**src/rtl/seq_pattern_tx.sv**
```systemverilog
// seq_pattern_tx
// Serial frame transmitter for driving the single-bit input of the Moore
// sequence detectors. Each accepted payload becomes one frame on dout:
// the sync pattern MSB first, then the payload MSB first, then GAP idle zeros.
//
// Ports
//   clk        : clock, rising-edge active
//   reset      : asynchronous, active-high reset
//   start      : payload valid; accepted on an edge where start && ready
//   data_in    : payload word, sampled only at the accept edge
//   ready      : high only while idle (a frame can be accepted)
//   dout       : registered serial output bit
//   frame_done : one-cycle pulse in the first idle-gap cycle of a frame
//   frame_cnt  : number of completed frames, wraps 255 -> 0
module seq_pattern_tx #(
  parameter int               PAT_W   = 4,
  parameter logic [PAT_W-1:0] PATTERN = 4'b1001,
  parameter int               DATA_W  = 8,
  parameter int               GAP     = 2
) (
  input  logic              clk,
  input  logic              reset,
  input  logic              start,
  input  logic [DATA_W-1:0] data_in,
  output logic              ready,
  output logic              dout,
  output logic              frame_done,
  output logic [7:0]        frame_cnt
);

  localparam int MAX_A = (PAT_W > DATA_W) ? PAT_W : DATA_W;
  localparam int MAX_N = (MAX_A > GAP) ? MAX_A : GAP;
  localparam int CNT_W = $clog2(MAX_N + 1);
  localparam int SR_W  = PAT_W + DATA_W;

  localparam logic [CNT_W-1:0] PAT_LAST  = CNT_W'(PAT_W - 1);
  localparam logic [CNT_W-1:0] DATA_LAST = CNT_W'(DATA_W - 1);
  localparam logic [CNT_W-1:0] GAP_LAST  = CNT_W'(GAP - 1);

  typedef enum logic [1:0] {
    S_IDLE,
    S_SYNC,
    S_DATA,
    S_GAP
  } state_t;

  state_t            state;
  logic [CNT_W-1:0]  cnt;
  // Sync pattern and payload share one shift register so SYNC and DATA both
  // simply emit the MSB and shift left; no per-bit index mux is needed.
  logic [SR_W-1:0]   sr;

  always_ff @(posedge clk or posedge reset) begin
    if (reset) begin
      state      <= S_IDLE;
      cnt        <= '0;
      sr         <= '0;
      ready      <= 1'b1;
      dout       <= 1'b0;
      frame_done <= 1'b0;
      frame_cnt  <= '0;
    end else begin
      frame_done <= 1'b0;
      case (state)
        S_IDLE: begin
          dout <= 1'b0;
          if (start) begin
            // The first sync bit goes out directly; the register holds the
            // remaining bits already shifted by one.
            state <= S_SYNC;
            cnt   <= '0;
            sr    <= {PATTERN, data_in} << 1;
            dout  <= PATTERN[PAT_W-1];
            ready <= 1'b0;
          end
        end
        S_SYNC: begin
          // On the last sync cycle the MSB is already payload bit D[DATA_W-1].
          dout <= sr[SR_W-1];
          sr   <= sr << 1;
          if (cnt == PAT_LAST) begin
            state <= S_DATA;
            cnt   <= '0;
          end else begin
            cnt <= cnt + 1'b1;
          end
        end
        S_DATA: begin
          if (cnt == DATA_LAST) begin
            state      <= S_GAP;
            cnt        <= '0;
            dout       <= 1'b0;
            frame_done <= 1'b1;
            frame_cnt  <= frame_cnt + 8'd1;
          end else begin
            dout <= sr[SR_W-1];
            sr   <= sr << 1;
            cnt  <= cnt + 1'b1;
          end
        end
        S_GAP: begin
          dout <= 1'b0;
          if (cnt == GAP_LAST) begin
            state <= S_IDLE;
            cnt   <= '0;
            ready <= 1'b1;
          end else begin
            cnt <= cnt + 1'b1;
          end
        end
        default: begin
          state <= S_IDLE;
          cnt   <= '0;
          ready <= 1'b1;
          dout  <= 1'b0;
        end
      endcase
    end
  end

endmodule

```
**config.mk**
```make
export PLATFORM = sky130hd
export DESIGN_NAME = seq_pattern_tx
export DESIGN_NICKNAME = d
export VERILOG_FILES = /design/src/rtl/seq_pattern_tx.sv
export SDC_FILE = /design/constraint.sdc
export NUM_CORES = 1
export LEC_CHECK = 0
export CAP_MARGIN = 20
export CORE_MARGIN = 3
export CORE_UTILIZATION = 47
export DETAILED_ROUTE_END_ITERATION = 8
export GPL_ROUTABILITY_DRIVEN = 0
export PLACE_DENSITY = 0.77
export SKIP_LAST_GASP = 1
export SYNTH_ARGS = -nofsm -noshare
export SYNTH_HDL_FRONTEND = slang
export SYNTH_SLANG_ARGS = --single-unit
```
**constraint.sdc**
```tcl
create_clock -name clk -period 1.9 [get_ports clk]
set_input_delay 0.19 -clock clk [delete_from_list [all_inputs] [get_ports clk]]
set_output_delay 0.19 -clock clk [all_outputs]
set_load 0.03 [all_outputs]
```
# Yosys cells after proc, flatten, opt, wreduce, memory -nomap -nowiden
# Cells that the tools add are included.
dict set report classes {
  add_sub_neg 2
  n_eq_ne 11
  muxes 21
  reduce_logical 7
}
# cell count
set op_table {}
lappend op_table {{12-bit case mux with 3 select lines} 1}
lappend op_table {{12-bit two-way mux} 2}
lappend op_table {{4-bit two-way mux} 4}
lappend op_table {{4-bit case mux with 4 select lines} 1}
lappend op_table {{2-bit inequality test (second input constant)} 5}
lappend op_table {{8-bit by 1-bit adder with 8-bit output (second input constant)} 1}
lappend op_table {{2-bit two-way mux} 4}
lappend op_table {{2-bit case mux with 4 select lines} 1}
lappend op_table {{1-bit two-way mux} 6}
lappend op_table {{3-bit AND reduction} 2}
lappend op_table {{4-bit by 1-bit adder with 4-bit output (second input constant)} 1}
lappend op_table {{2-bit == test (second input constant)} 2}
lappend op_table {{4-bit by 1-bit == test with 1-bit output (second input constant)} 1}
lappend op_table {{4-bit by 2-bit == test with 1-bit output (second input constant)} 1}
lappend op_table {{4-bit by 3-bit == test with 1-bit output (second input constant)} 1}
lappend op_table {{1-bit case mux with 4 select lines} 1}
lappend op_table {{4-bit AND reduction} 1}
lappend op_table {{3-bit nonzero test} 1}
lappend op_table {{2-bit by 1-bit == test with 1-bit output (second input constant)} 1}
lappend op_table {{2-bit logical NOT} 1}
lappend op_table {{1-bit case mux with 2 select lines} 1}
lappend op_table {{2-bit AND reduction} 1}
lappend op_table {{2-bit nonzero test} 1}
dict set report totals {
  regBits 29
  input_bits 11
  out_inout_bits 11
  wordCells 48
}

# Longest topological paths before layout
dict set report logic_depth {
  depth_word 3
  ltp_mapped 8
  depth_no_buf 6
}

# Worst setup path before layout
# Ideal clock, no wire load.
dict set report synth_path {
  path_kind {register -> register}
  start {register cnt[0]}
  end {register state[1]}
  setup_ps 120
  arrival_time_ps 1803
  required_ps 1780
  slack_ps -23
  path_stages_with_launch 6
  n_path_buf 0
  synth_period_minus_slack_ps 1923
  path_cell_list {dfrtp_1 ha_1 or3b_1 a222oi_1 a21oi_1 a31o_1}
}
dict set report synth_via {
  elab_chain_len 3
  word_cells_on_any_way 7
  classes_between {6 x eq/ne; 1 x reduce/logical}
}
# item line
set synth_lines {}
lappend synth_lines {{from (decl)} 48} ;# logic [CNT_W-1:0] cnt;
lappend synth_lines {{from (signal assigned)} 85} ;# cnt <= cnt + 1'b1;
lappend synth_lines {{from (signal assigned)} 98} ;# cnt <= cnt + 1'b1;
lappend synth_lines {{from (signal assigned)} 108} ;# cnt <= cnt + 1'b1;
lappend synth_lines {{4-bit by 3-bit == test with 1-bit output, or another cell as far along} 89} ;# if (cnt == DATA_LAST) begin
lappend synth_lines {{2-bit inequality test (no source line)} n/a}
lappend synth_lines {{4-bit AND reduction (no source line) *} n/a}
lappend synth_lines {{to (signal assigned)} 82} ;# state <= S_DATA;
lappend synth_lines {{to (signal assigned)} 90} ;# state <= S_GAP;
lappend synth_lines {{to (signal assigned)} 104} ;# state <= S_IDLE;
lappend synth_lines {{to (decl)} 47} ;# state_t state;
# Mark *: on every way between the ends. The rest lies on a longest branch, timed or not.
# A chain may end at the register's enable or synchronous reset.

# Worst setup path after layout
dict set report layout_path {
  start {register cnt[1]}
  end {register state[1]}
}
# Same word-level chain as after synthesis.

==> summary.md <==
| Metric | Value |
|---|---|
| Setup TNS | -0.08812 ns |
| WS Path Type | flop to flop |
| Final worst-path cycle share | 1.032 |
| Hold Worst Slack | just under 0.2 ns |
| Vias per cell | 5.596 |
| Die Y | between 50 and 60 microns |
| Clock sink count | 28 |
| ANT nets after route | 0 |
| Crit-path cells | inv_1 > ha_1 > or3b_4 > a222oi_1 > buf_4 > a21oi_2 > a31o_1 |
| Final worst slack | -0.05994 ns |
| Area contributors post-synth | dfrtp_1 50%, ha_1 7.4%, mux2i_1 5.2% |
| Total number of vias | 1052 |
| Peak fanout along the critical path | 5 |
| Fin. max-slew vios | 0 |
| Initial Util | 0.5192 |
| Area of the multi-input gates | roughly 640 sq um |
| Io pins | 22 |
| Worst slew pin tran | roughly 0.52 ns |
| Vias in the first global route | 1029 |
| FMAX | just over 500 MHz |
| Sw Pwr | between 0.9 and 1 mW |
| Pwr dens | roughly 1400 nW/um^2 |
| R2R Setup Slk | -0.06 ns |
| First-pass GRT wire length | approximately 4400 microns |
| H-tree depth | 1 |
| Pint | ~1.6 mW |
| Most common cell in the netlist | dfrtp_1 |
| Top post-synthesis cells by count | 27 x dfrtp_1, 11 x a21oi_1, 11 x nor2_1, 8 x ha_1, 8 x inv_1 |
| CTS Buffer Depth | 2 |
| Share of cells above drive strength 1 | 0.1709 |
| Data required time of the worst path | roughly 2.1 ns |
| CTS Buf Count | 3 |
| Root buf cell | clkbuf_4 |
| Core box area | roughly 2600 sq um |
| Routed wire length | about 2700 microns |
| VDD IR max | 901.6 uV |
| Pre-antenna DRT Iters | 4 |
| Placed cell count | ~180 |
| HPWL after DPL | roughly 1900 microns |
| Switching Fraction | 0.3713 |
| Worst setup SP type | flop |
| Maxcap violations | 0 |
| Final Power | between 2 and 3 mW |
| Worst Path Arrival | 2.19 ns |
| Total nets after synthesis | 144 |
| Post-synth top area share | 0.4982 |
| Post-synth EDFFs | 0 |
| Grt ovf | 0 |
| Clk_lat worst skew | 0.33 ns |
| Crit path max-delay cell type | dfrtp_1 |
| Max stage delay on crit path | 0.44 ns |
| Final number of setup-violating endpoints | 2 |
| Iteration-0 DRC Markers | 29 |
| Asr flop ratio synth | 1.000 |
| Fill count | 198 |
| Largest area contributor in the netlist | dfrtp_1 |
| DR WL/cell | 14.43 microns |
| Reg power frac | 0.342 |
| Post-synthesis cell count | around 130 |
| Reg area | between 700 and 800 sq um |
| Die Width | 59.72 microns |
| Warnings, synthesis | 0 |
| Mapped Area | 1356 sq um |
| Initial antenna violation count | 0 |
| Fin nets | 178 |
| Status | finished with violations |
| GRT Overall Usage | 0.1631 |
| Largest net degree at the start of global routing | 29 |
| Syn_area_per_cell | roughly 11 sq um |
| Final Hold Viols | 0 |
| Clock share of power | 0.152 |
| Clock Skew | between 0.01 and 0.015 ns |
| Failing checks | negative setup slack |
| TritonCTS clock tree | built |
| HP Class | primary input to async pin |
| Minimum clock period | 1.960 ns |
| RSZ-0062 raised after global routing | true |
| Final non-filler cell total | ~190 |
| Combinational share of power | 0.506 |
| I/O Buffers | 21 |
| Site Rows | 18 |
| Yosys reg bits | 28 |
| # diodes | 0 |
| Leak | around 0.85 nW |
| Sequential-to-total area share from yosys stat | 0.5175 |
| Layout Area Growth over Synthesis | 31.37% |
| Worst rel slew slack | 0.6520 |
| DRC | 0 |
| Register clock-pin slew on the reported worst setup and hold paths | approximately 0.16 ns |
| Worst Setup End Kind | flop |
| Prevailing post-synth register cell | dfrtp_1 |
| Full die area | around 3600 sq um |
| Synth cell types | 36 |
[layout make-up]
type	count	area share
Clock buffer	3	0.01264
Clock inverter	1	0.01685
Inverter	8	0.01685
Multi-Input combinational cell	84	0.3588
Sequential cell	28	0.3940
Tap cell	30	0.02107
Timing Repair Buffer	34	0.1798
[path summary, 6_finish.rpt]
kind | startpoint | endpoint | cells past startpoint
worst max-delay path | cnt[1] | state[1] | 7
worst min-delay path | reset | sr[11] | 3
worst max register to register | cnt[1] | state[1] | 7
worst min register to register | frame_cnt[7] | frame_cnt[7] | 1
max in group asynchronous | reset | ready | 3
min in group clk | data_in[0] | sr[1] | 3
[metal layers]
metal  GRT usage  share of wire  up-vias
li1            -              -      507
met1      0.2047           0.43      504
met2      0.2778           0.51       37
met3     0.02808          0.050        4
met4     0.06329          0.010        0
met5           0              0        -
[critical path: cells and delay by family, from the launching register on]
kind	cells	cell delay, ns
adder cells (fa/ha/maj)	1	0.15
AND/OR/NAND/NOR	1	0.41
AO/OA/AOI/OAI	3	0.59
flip-flops	1	0.44
buffers and inverters	2	0.29
[logic make-up after synthesis]
family | share of synthesized area
AOI/OAI and AO/OA | 0.1282
xor gates and xnor gates | 0.04520
and+or+nand+nor | 0.1384
adders and majority gates | 0.07380
muxes | 0.05996
DFF | 0.5175
buffers and inverters | 0.03689
[registers in the layout, indices dropped and copies added (netlist names)]
register and cells:
frame_cnt 8, state 2, cnt 4, ready 1, sr 11, frame_done 1
dout 1
[power by group through the flow]
stage / clock network [mW] / logic (mW) / registers [mW]
after floorplan: 0 / 0.807 / 0.910
after global placement: 0 / 1.10 / 0.884
after detailed placement: 0 / 1.16 / 0.897
after CTS: 0.400 / 1.27 / 0.881
after global routing: 0.422 / 1.43 / 0.910
final: 0.393 / 1.31 / 0.883
[metrics by stage]
stage	utilization	area [sq um]	setup slack, ns
6_report	0.6820	1782	-0.05994
5_1_grt	0.6820	1782	-0.09516
4_1_cts	0.6705	1752	-0.01564
3_5_place_dp	0.6303	1647	-0.05075
3_3_place_gp	0.6303	1647	0.05081
2_1_floorplan	-	1356	-0.02293
[timing repair]
action	CTS	global route
hold buffers	0	0
setup buffers	5	2
pin swaps	3	3
endpoints found under the setup margin	3	17
gates resized for setup	4	4
[cells in the final DEF (no fill, tap or decap), types with 2 or more instances in the layout]
master / netlist / final
dfrtp_1: 27 / 27
clkdlybuf4s50_1: 0 / 21
buf_4: 0 / 12
nor2_1: 11 / 11
a21oi_1: 11 / 10
inv_1: 8 / 8
mux2i_1: 7 / 7
ha_1: 8 / 7
nand2_1: 5 / 5
xor2_1: 4 / 4
nand3_1: 3 / 3
xnor2_1: 3 / 3
o31ai_1: 3 / 3
a21o_1: 3 / 3
clkbuf_4: 0 / 3
or3b_4: 0 / 2
o21ai_1: 2 / 2
nand3b_1: 2 / 2
nor4bb_1: 2 / 2
Note: power is estimated with default switching activity, not from simulation.
